**src/rtl/spare_bist_bank.sv**
```systemverilog
// spare_bist_bank: bank of NUM_CH x WIDTH ECO spare flops kept alive by an
// XOR-reduced observe output, with an on-demand LFSR self-test that loads,
// reads back and reports pass/fail for every spare flop.
// Optional build macro SPARE_FAULT_INJECT_EN adds inj_en/inj_ch ports that
// invert bit 0 of one channel during a reload, to prove the checker works.
module spare_bist_bank #(
    parameter int              WIDTH      = 8,
    parameter int              NUM_CH     = 4,
    parameter int              RUN_CYCLES = 16,
    parameter logic [WIDTH-1:0] SEED      = WIDTH'(8'h01),
    parameter logic [WIDTH-1:0] TAPS      = WIDTH'(8'hB8)
) (
    input  logic clk,
    input  logic resetn,
    input  logic bist_start,
    output logic bist_busy,
    output logic bist_done,
    output logic bist_pass,
    output logic spare_obs
`ifdef SPARE_FAULT_INJECT_EN
    ,
    input  logic inj_en,
    input  logic [((NUM_CH > 1) ? $clog2(NUM_CH) : 1)-1:0] inj_ch
`endif
);

    localparam int CW = $clog2(RUN_CYCLES + 1);

    typedef enum logic [1:0] {S_IDLE, S_LOAD, S_RUN, S_DONE} state_t;

    state_t                         r_state, w_state_nxt;
    logic [WIDTH-1:0]               r_lfsr;
    logic [WIDTH-1:0]               w_lfsr_nxt;
    logic [WIDTH-1:0]               r_exp;
    logic [NUM_CH-1:0][WIDTH-1:0]   r_ch;
    logic [CW-1:0]                  r_cnt;
    logic                           r_fail;
    logic                           r_pass;
    logic                           r_obs;
    logic                           w_start;
    logic                           w_reload;
    logic                           w_cmp;
    logic [NUM_CH-1:0]              w_miss;
    logic [NUM_CH-1:0]              w_inj;

    assign w_lfsr_nxt = {r_lfsr[WIDTH-2:0], ^(r_lfsr & TAPS)};
    assign bist_pass  = r_pass;
    assign spare_obs  = r_obs;

    // Per-channel fault-inject select; only the addressed in-range channel is hit
    always_comb begin
        w_inj = '0;
`ifdef SPARE_FAULT_INJECT_EN
        for (int i = 0; i < NUM_CH; i++)
            w_inj[i] = inj_en && (int'(inj_ch) == i);
`endif
    end

    // Readback compare: each channel should hold exp ^ its index
    always_comb begin
        w_miss = '0;
        for (int i = 0; i < NUM_CH; i++)
            w_miss[i] = (r_ch[i] != (r_exp ^ WIDTH'(i)));
    end

    // FSM state register
    always_ff @(posedge clk) begin
        if (!resetn) r_state <= S_IDLE;
        else         r_state <= w_state_nxt;
    end

    // FSM next-state and control strobes
    always_comb begin
        w_state_nxt = r_state;
        bist_busy   = 1'b0;
        bist_done   = 1'b0;
        w_start     = 1'b0;
        w_reload    = 1'b0;
        w_cmp       = 1'b0;
        case (r_state)
            S_IDLE: begin
                if (bist_start) begin
                    w_start     = 1'b1;
                    w_state_nxt = S_LOAD;
                end
            end
            S_LOAD: begin
                bist_busy   = 1'b1;
                w_reload    = 1'b1;
                w_state_nxt = S_RUN;
            end
            S_RUN: begin
                bist_busy = 1'b1;
                w_reload  = 1'b1;
                w_cmp     = 1'b1;
                if (r_cnt == CW'(RUN_CYCLES - 1)) w_state_nxt = S_DONE;
            end
            S_DONE: begin
                bist_done   = 1'b1;
                w_state_nxt = S_IDLE;
            end
            default: w_state_nxt = S_IDLE;
        endcase
    end

    // Test datapath: LFSR, expected pattern, sticky fail, cycle count, result
    always_ff @(posedge clk) begin
        if (!resetn) begin
            r_lfsr <= SEED;
            r_exp  <= '0;
            r_fail <= 1'b0;
            r_cnt  <= '0;
            r_pass <= 1'b0;
        end else begin
            if (w_start) begin
                r_lfsr <= SEED;
                r_fail <= 1'b0;
                r_cnt  <= '0;
                r_pass <= 1'b0;
            end
            if (w_reload) begin
                r_exp  <= r_lfsr;
                r_lfsr <= w_lfsr_nxt;
            end
            if (w_cmp) begin
                if (|w_miss) r_fail <= 1'b1;
                r_cnt <= r_cnt + CW'(1);
            end
            if (bist_done) r_pass <= ~r_fail;
        end
    end

    // Spare channel registers: written only on LOAD/RUN reloads, else held
    always_ff @(posedge clk) begin
        if (!resetn) begin
            r_ch <= '0;
        end else if (w_reload) begin
            for (int i = 0; i < NUM_CH; i++)
                r_ch[i] <= (r_lfsr ^ WIDTH'(i)) ^ {{(WIDTH-1){1'b0}}, w_inj[i]};
        end
    end

    // Registered XOR of every spare flop keeps them all observable
    always_ff @(posedge clk) begin
        if (!resetn) r_obs <= 1'b0;
        else         r_obs <= ^r_ch;
    end

endmodule
```
**config.mk**
```make
export PLATFORM = sky130hd
export DESIGN_NAME = spare_bist_bank
export DESIGN_NICKNAME = d
export VERILOG_FILES = /design/src/rtl/spare_bist_bank.sv
export SDC_FILE = /design/constraint.sdc
export NUM_CORES = 1
export LEC_CHECK = 0
export BUFFER_PORTS_ARGS = -buffer_cell sky130_fd_sc_hd__buf_2
export CAP_MARGIN = 30
export CORE_MARGIN = 8
export CORE_UTILIZATION = 50
export CTS_CLUSTER_SIZE = 24
export DETAILED_ROUTE_END_ITERATION = 10
export HOLD_SLACK_MARGIN = 0.12
export PLACE_DENSITY = 0.79
export REMOVE_ABC_BUFFERS = 1
export SLEW_MARGIN = 20
export SYNTH_ARGS = -nofsm -noshare
export SYNTH_HDL_FRONTEND = slang
export SYNTH_SLANG_ARGS = --single-unit
```
**constraint.sdc**
```tcl
create_clock -name clk -period 2.15 [get_ports clk]
set_input_delay 0.215 -clock clk [delete_from_list [all_inputs] [get_ports clk]]
set_output_delay 0.215 -clock clk [all_outputs]
set_load 0.005 [all_outputs]
```
; ---- Word level (Yosys, flattened, before mapping)
; Cells that the tools add are included.
[word_totals]
regBits = 50
inputBits = 3
wordCells = 53
[classes]
add_sub_neg = 1
n_eq_ne = 9
mux = 17
bitwise = 7
n_reduce_logical = 9
[ops]
columns = operator, count
row1 = $reduce_xor 32->1, 1
row2 = $ne 8x8->1, 3
row3 = $mux 8, 2
row4 = $mux 1, 10
row5 = $mux 5, 2
row6 = $pmux 2 s4, 1
row7 = $reduce_xor 8->1, 1
row8 = $reduce_bool 2->1, 3
row9 = $add 5x1->5 const B, 1
row10 = $eq 5x4->1 const B, 1
row11 = $not 1->1, 5
row12 = $eq 2x2->1 const B, 2
row13 = $mux 2, 2
row14 = $ne 2x2->1 const B, 2
row15 = $not 2->2, 2
row16 = $reduce_or 3->1, 1
row17 = $eq 2x1->1 const B, 1
row18 = $logic_not 2->1, 1
row19 = $reduce_and 2->1, 1
row20 = $reduce_or 2->1, 1

; ---- Depth between registers and ports, before layout
; Gate-level depths: netlist of the first run.
[logic_depth]
depth_word = 5
ltp_mapped = 6

; ---- Least setup slack after synthesis of the first run
; No wires, ideal clock.
[synth_timing]
path_kind = reg-to-reg
startpoint = reg r_cnt[0]
endpoint = reg r_state[1]
setup_time_ps = 66
arrival_ps = 1447
required_ps = 2084
path_slack_ps = 637
path_stages_with_launch = 7
path_buffers = 0
path_cell_list = dfxtp_1 -> ha_1 -> and3_1 -> ha_1 -> and2b_1 -> or3b_1 -> a21oi_2
[synth_between]
elab_chain_cells = 3
[synth_lines]
columns = item, line_no
row1 = "start, declared", 36  ; logic [CW-1:0] r_cnt;
row2 = "start signal, assigned", 127  ; r_cnt <= r_cnt + CW'(1);
row3 = $eq 5x4->1, 96  ; if (r_cnt == CW'(RUN_CYCLES - 1)) w_state_nxt = S_DONE;
row4 = $ne 2x2->1 (no line), --
row5 = $reduce_and 2->1 (no line), --
row6 = "end signal, assigned", 69  ; else r_state <= w_state_nxt;
row7 = "end, declared", 31  ; state_t r_state, w_state_nxt;
; No other way between the ends.
; A chain may end at the register's enable or synchronous reset.

; ---- Final worst setup path of the first run
[layout_timing]
startpoint = reg r_state[1]
endpoint = out bist_busy
[layout_between]
elab_chain_cells = 3
word_cells_on_any_way = 4
classes_between = eq/ne: 2 / mux: 1 / reduce/logical: 1
[layout_lines]
columns = item, line_no
row1 = $eq 2x2->1 or $eq 2x1->1 (tied branches), 80  ; case (r_state)
row2 = $reduce_or 2->1 (no line) (*), --
row3 = $mux 1 (*), 80
row4 = "end, declared", 16  ; output logic bist_busy,
; Every way passes the cells marked *; elsewhere a longest branch is shown, timed or not.

==> results of run 1 <==
==> power by group <==
group | internal [mW] | leakage [nW] | total, mW | switching (mW)
Combinational | 0.197 | 0.190 | 0.481 | 0.284
Clock | 0.188 | 0.0279 | 0.316 | 0.127
Sequential | 0.485 | 0.179 | 0.538 | 0.0530
==> worst reg2reg max path, stage by stage (launching register included) <==
cell,delay (ns)
sky130_fd_sc_hd__dfxtp_1,0.40
sky130_fd_sc_hd__inv_1,0.08
sky130_fd_sc_hd__ha_1,0.47
sky130_fd_sc_hd__a21oi_1,0.49
sky130_fd_sc_hd__nand2_1,0.10
sky130_fd_sc_hd__a21oi_1,0.16
==> layer usage <==
layer  part of all wire (%)  track usage [%]  routed length (um)
met1                     47             11.8                 778
met2                     48             17.4                 808
met3                    5.0             4.52                  84
met4                      0             4.08                   0
met5                      0                0                   0
==> per-stage QoR <==
step | power [mW] | utilization (%) | setup slack (ns)
floorplan | 0.906 | - | 0.628
global placement | 1.01 | 53.0 | 0.445
detailed placement | 1.03 | 53.0 | 0.393
CTS | 1.35 | 55.8 | 0.350
global route | 1.43 | 55.8 | 0.191
finish | 1.34 | 55.8 | 0.370
==> kinds of logic after synthesis <==
logic type,after synthesis,synth area share (%)
compound gates,26,15.2
xor+xnor,5,4.52
fa+ha+maj,6,7.74
buf+inv,11,5.68
flops,22,45.4
mux,2,2.06
other cells,1,0.387
simple gates,36,19.0
==> layout make-up <==
cell class / count / area [um^2] / area share [%]
clock buffers: 3 / 22.5 / 2.12
clock inverters: 1 / 30.0 / 2.83
inverters: 6 / 22.5 / 2.12
multi-input cells: 76 / 474 / 44.7
flip-flops and latches: 22 / 440 / 41.5
well taps: 27 / 33.8 / 3.18
repair buffers: 7 / 37.5 / 3.54
==> flip-flops by register name, summed over array words and instances (netlist names) <==
register	count
r_lfsr	8
r_cnt	5
r_ch	4
r_state	2
bist_pass	1
r_fail	1
spare_obs	1
==> final timing paths <==
kind	from	to	slack [ns]
setup / recovery	r_state[1]	bist_busy	0.37
hold / removal	resetn	r_lfsr[0]	0.14
setup reg to reg	r_state[1]	r_lfsr[4]	0.39
hold reg to reg	r_fail	r_fail	0.46
==> synth_stat cells <==
master	number
sky130_fd_sc_hd__or3b_1	1
sky130_fd_sc_hd__buf_2	3
sky130_fd_sc_hd__a21oi_1	16
sky130_fd_sc_hd__a211oi_1	1
sky130_fd_sc_hd__mux2i_1	2
sky130_fd_sc_hd__o21ai_0	5
sky130_fd_sc_hd__nor4b_1	1
sky130_fd_sc_hd__a41oi_1	1
sky130_fd_sc_hd__nor2b_1	2
sky130_fd_sc_hd__and3_1	1
sky130_fd_sc_hd__nand3_1	1
sky130_fd_sc_hd__buf_1	1
sky130_fd_sc_hd__nand3b_1	4
sky130_fd_sc_hd__ha_1	6
sky130_fd_sc_hd__xnor2_1	5
sky130_fd_sc_hd__nand2_1	17
sky130_fd_sc_hd__nor3_1	1
sky130_fd_sc_hd__conb_1	1
sky130_fd_sc_hd__a31oi_1	1
sky130_fd_sc_hd__dfxtp_1	22
sky130_fd_sc_hd__clkinv_1	1
sky130_fd_sc_hd__clkbuf_8	1
sky130_fd_sc_hd__o311a_2	1
sky130_fd_sc_hd__a21oi_2	1
sky130_fd_sc_hd__nor2_1	3
sky130_fd_sc_hd__inv_1	5
sky130_fd_sc_hd__and2b_1	1
sky130_fd_sc_hd__nand2b_1	4
==> layout by cell type, fill, tap and decap left out <==
| cell type | instances |
|---|---|
| sky130_fd_sc_hd__a21oi_2 | 1 |
| sky130_fd_sc_hd__clkbuf_4 | 3 |
| sky130_fd_sc_hd__a21oi_1 | 16 |
| sky130_fd_sc_hd__and3_1 | 1 |
| sky130_fd_sc_hd__conb_1 | 1 |
| sky130_fd_sc_hd__buf_4 | 1 |
| sky130_fd_sc_hd__nor3_1 | 1 |
| sky130_fd_sc_hd__buf_2 | 6 |
| sky130_fd_sc_hd__nand2b_1 | 4 |
| sky130_fd_sc_hd__and2b_1 | 1 |
| sky130_fd_sc_hd__nor2_1 | 3 |
| sky130_fd_sc_hd__bufinv_16 | 1 |
| sky130_fd_sc_hd__clkinv_1 | 1 |
| sky130_fd_sc_hd__inv_1 | 5 |
| sky130_fd_sc_hd__ha_1 | 6 |
| sky130_fd_sc_hd__a211oi_1 | 1 |
| sky130_fd_sc_hd__o21ai_0 | 5 |
| sky130_fd_sc_hd__nand3b_1 | 4 |
| sky130_fd_sc_hd__nand3_1 | 1 |
| sky130_fd_sc_hd__nand2_1 | 17 |
| sky130_fd_sc_hd__nor4b_1 | 1 |
| sky130_fd_sc_hd__o311a_2 | 1 |
| sky130_fd_sc_hd__or3b_1 | 1 |
| sky130_fd_sc_hd__dfxtp_1 | 22 |
| sky130_fd_sc_hd__a31oi_1 | 1 |
| sky130_fd_sc_hd__a41oi_1 | 1 |
| sky130_fd_sc_hd__nor2b_1 | 2 |
| sky130_fd_sc_hd__xnor2_1 | 5 |
| sky130_fd_sc_hd__mux2i_1 | 2 |
==> flow_metrics.env, run 1 <==
export IMPL_post_route_min_period_ns=1.78
export IMPL_die_x_extent_um=60.0
export IMPL_cts_htree_levels=1
export IMPL_stdcell_area_um2=1060
export IMPL_dr_first_iter_drc_count=14
export IMPL_grt_start_max_net_pins=17
export IMPL_cts_setup_buffers=0
export IMPL_cap_viol_max_count=0
export IMPL_synth_area_per_cell_um2=8.90
export IMPL_drv_slew=0
export IMPL_synth_top_area_share_pct=45.4
export IMPL_yosys_warnings=0
export IMPL_clockRootBuffer="sky130_fd_sc_hd__clkbuf_4"
export IMPL_core_rowCount=16
export IMPL_finalHoldViolations=0
export IMPL_fin_tns_setup_ns=0
export IMPL_drt_wirelength_per_cell_um=11.8
export IMPL_worst_setup_path_end_kind="output pin"
export IMPL_ctsLongestPathBuffers=2
export IMPL_numPortBuffers=6
export IMPL_finClkSkew_ns=0.00461
export IMPL_drc_errors=0
export IMPL_worst_slew_pin_transition_ns=0.503
export IMPL_unique_masters_post_synth=28
export IMPL_tritoncts="done"
export IMPL_placeableCoreArea_um2=1900
export IMPL_globalRouteTotalUtil_pct=10.6
export IMPL_start_to_end_type_of_the_worst_setup_path="flop to output pin"
export IMPL_postSynthCellCount=109
export IMPL_cts_made_buffers=3
export IMPL_net_count_of_the_finished_layout=125
export IMPL_postSynthRegisterBits=22
export IMPL_cts_hold_buf=0
export IMPL_route_vias_total=723
export IMPL_cp_num_cells=3
export IMPL_portion_of_the_clock_cycle_consumed_by_the_worst_path_in_the_final_layout_pct=82.8
export IMPL_die_height_um=60.0
export IMPL_crit_required_ns=1.93
export IMPL_routabilityCongestion=0.750
export IMPL_ant_nets=0
export IMPL_min_path_cells=2
export IMPL_final_cells=142
export IMPL_clkSinkCount=22
export IMPL_grt_first_pass_wirelength_mm=2.89
export IMPL_ir_worst_vdd_mv=0.713
export IMPL_place_area_um2=1010
export IMPL_list_of_cells_traversed_by_the_critical_path="inv_1 -> ha_1 -> buf_2"
export IMPL_design_die_area_um2=3600
export IMPL_antenna_diode_count=0
export IMPL_slew_headroom_pct=66.5
export IMPL_critical_path_s_largest_stage_delay_ns=0.57
export IMPL_critical_path_peak_fanout=16
export IMPL_initial_utilization_pct=51.0
export IMPL_pwr_density_cell_nw_per_um2=1260
export IMPL_crit_path_start_kind="flop"
export IMPL_crit_family="adder cells"
export IMPL_drtPass1Iterations=4
export IMPL_placed_instances=138
export IMPL_synth_sequential_area_ratio_pct=45.4
export IMPL_cts_resized=0
export IMPL_antenna_found_initial=0
export IMPL_max_freq_mhz=562
export IMPL_finalSetupViolCount=0
export IMPL_clkLatencyLatePin_ns=0.31
export IMPL_run_status="finished clean"
export IMPL_first_global_vias=715
export IMPL_synthesis_area_um2=970
export IMPL_detail_route_vias_per_cell=5.09
export IMPL_layout_filler_cells=178
export IMPL_syn_to_final_growth_pct=9.42
export IMPL_min_path_type="input pin to flop"
export IMPL_detailed_place_hpwl_mm=1.23
export IMPL_synth_area_leader_cell="sky130_fd_sc_hd__dfxtp_1"
export IMPL_final_hold_worst_slack_ns=0.137
export IMPL_ff2ff_path_depth=5
export IMPL_synth_area_leaders="sky130_fd_sc_hd__dfxtp_1 (45%), sky130_fd_sc_hd__a21oi_1 (8.3%), sky130_fd_sc_hd__ha_1 (7.7%)"
export IMPL_rsz0062_at_grt="no"
export IMPL_worst_setup_hold_path_clk_slew_ns=0.12
export IMPL_grt_ovfl_total=0
export IMPL_postRouteWirelength_mm=1.67
export IMPL_cp_arrival_ns=1.56
export IMPL_post_route_cells_drive_above_1_share_pct=11.3
export IMPL_critPathBufInv=2
export IMPL_leakagePower_nw=0.397
export IMPL_io_pins=7
export IMPL_critical_path_slowest_cell="sky130_fd_sc_hd__ha_1"
No activity file was read; power rests on OpenSTA's default activity.
==> run 2, diff against run 1 <==
Clock period 2.15 ns to 1.7 ns, I/O delays scaled along.
==> flow_metrics.env, run 2 (synthesis gave the netlist of run 1 again) <==
export IMPL_finClkSkew_ns=0.000911
export IMPL_detail_route_vias_per_cell=5.08
export IMPL_globalRouteTotalUtil_pct=10.5
export IMPL_layout_top_registers="r_lfsr: 8 flops, r_cnt: 5 flops, r_ch: 4 flops"
export IMPL_grt_ovfl_total=0
export IMPL_detailed_place_hpwl_mm=1.26
export IMPL_initial_utilization_pct=51.0
export IMPL_mostFrequentLayoutCells="sky130_fd_sc_hd__dfxtp_1 (21), sky130_fd_sc_hd__nand2_1 (17), sky130_fd_sc_hd__a21oi_1 (16), sky130_fd_sc_hd__buf_2 (6)"
export IMPL_first_global_vias=680
export IMPL_drt_wirelength_per_cell_um=11.4
export IMPL_tritoncts="done"
export IMPL_drtPass1Iterations=4
export IMPL_start_to_end_type_of_the_worst_setup_path="flop to flop"
export IMPL_die_height_um=60.0
export IMPL_crit_required_ns=1.94
export IMPL_min_path_cells=4
export IMPL_worst_setup_hold_path_clk_slew_ns=0.10
export IMPL_crit_path_start_kind="flop"
export IMPL_cts_htree_levels=1
export IMPL_min_path_type="input pin to flop"
export IMPL_hp_start="bist_start"
export IMPL_largest_register_ff_count=8
export IMPL_commonest_non_fill_non_tap_cell_in_the_layout="sky130_fd_sc_hd__dfxtp_1"
export IMPL_timing_rr_start="r_cnt[1]"
export IMPL_finalHoldViolations=0
export IMPL_grt_start_max_net_pins=13
export IMPL_ir_worst_vdd_mv=0.813
export IMPL_antenna_diode_count=0
export IMPL_postRouteWirelength_mm=1.65
export IMPL_clkSinkCount=22
export IMPL_placeableCoreArea_um2=1900
export IMPL_post_route_min_period_ns=1.59
export IMPL_clkLatencyLatePin_ns=0.29
export IMPL_drc_errors=0
export IMPL_core_rowCount=16
export IMPL_route_vias_total=737
export IMPL_fin_tns_setup_ns=0
export IMPL_rsz0062_at_grt="no"
export IMPL_regMostFlops="r_lfsr"
export IMPL_max_freq_mhz=628
export IMPL_setup_ws_ns=0.107
export IMPL_net_count_of_the_finished_layout=129
export IMPL_clockRootBuffer="sky130_fd_sc_hd__clkbuf_4"
export IMPL_io_pins=7
export IMPL_detailedPlace_worstSlack_ns=0.0942
export IMPL_ff2ff_path_depth=6
export IMPL_syn_to_final_growth_pct=11.1
export IMPL_die_x_extent_um=60.0
export IMPL_leakagePower_nw=0.404
export IMPL_numPortBuffers=6
export IMPL_dr_first_iter_drc_count=13
export IMPL_ant_nets=0
export IMPL_critical_path_peak_fanout=4
export IMPL_routabilityCongestion=0.800
export IMPL_cap_viol_max_count=0
export IMPL_run_status="finished clean"
export IMPL_crit_path_start="r_cnt[1]"
export IMPL_cp_arrival_ns=1.83
export IMPL_grt_first_pass_wirelength_mm=2.81
export IMPL_portion_of_the_clock_cycle_consumed_by_the_worst_path_in_the_final_layout_pct=93.7
export IMPL_post_route_cells_drive_above_1_share_pct=14.4
export IMPL_cts_setup_buffers=0
export IMPL_worst_setup_path_end_kind="flop"
export IMPL_cts_made_buffers=3
export IMPL_design_die_area_um2=3600
export IMPL_pwr_density_cell_nw_per_um2=1520
export IMPL_ctsLongestPathBuffers=2
export IMPL_drv_slew=0
export IMPL_antenna_found_initial=0
export IMPL_finalSetupViolCount=0
-- run 2: stage by stage --
stage | total power, mW | util [%] | hold slack (ns) | area, um^2 | cells
floorplan | 1.15 | - | 0.285 | 937 | 104
global placement | 1.35 | 54.2 | 0.417 | 1030 | 141
detailed placement | 1.38 | 54.2 | 0.442 | 1030 | 141
CTS | 1.62 | 56.1 | 0.285 | 1070 | 145
global route | 1.76 | 56.6 | 0.310 | 1080 | 145
finish | 1.63 | 56.6 | 0.293 | 1080 | 145
-- run 2: timing repair --
action / in CTS / in global routing
gates resized for setup: 1 / 2
endpoints found under the setup margin: 1 / 2
endpoints found under the hold margin: 1 / 0
hold buffers: 1 / 0
pin swaps: 0 / 0
-- run 2: worst max-delay path: stages, from the launching register on --
cell,delay [ns]
sky130_fd_sc_hd__dfxtp_1,0.39
sky130_fd_sc_hd__ha_1,0.20
sky130_fd_sc_hd__and3_1,0.17
sky130_fd_sc_hd__ha_1,0.13
sky130_fd_sc_hd__and2b_1,0.19
sky130_fd_sc_hd__or3b_1,0.36
sky130_fd_sc_hd__a21oi_2,0.11
-- run 2: worst paths after layout --
check | to | slack [ns]
worst max-delay path | r_state[1] | 0.11
worst min register to register | r_fail | 0.46
worst max register to register | r_state[1] | 0.11
worst min-delay path | r_cnt[0] | 0.29
-- run 2: final cells by class --
type,count,area [um^2]
inverters,6,22.5
fillers,184,825
well taps,27,33.8
repair buffers,11,70.1
clock buffers,3,22.5
flip-flops and latches,22,442
multi-input cells,76,487
-- run 2: layer usage --
layer	part of all wire (%)	global-route usage, %
met5	0	0
met4	0.73	6.12
met3	4.2	2.58
met2	49	17.1
met1	46	12.1
-- run 2: power by group --
group	internal, mW	switching (mW)	total [mW]
clock network	0.0824	0.136	0.219
registers	0.616	0.0649	0.681
logic	0.353	0.383	0.735
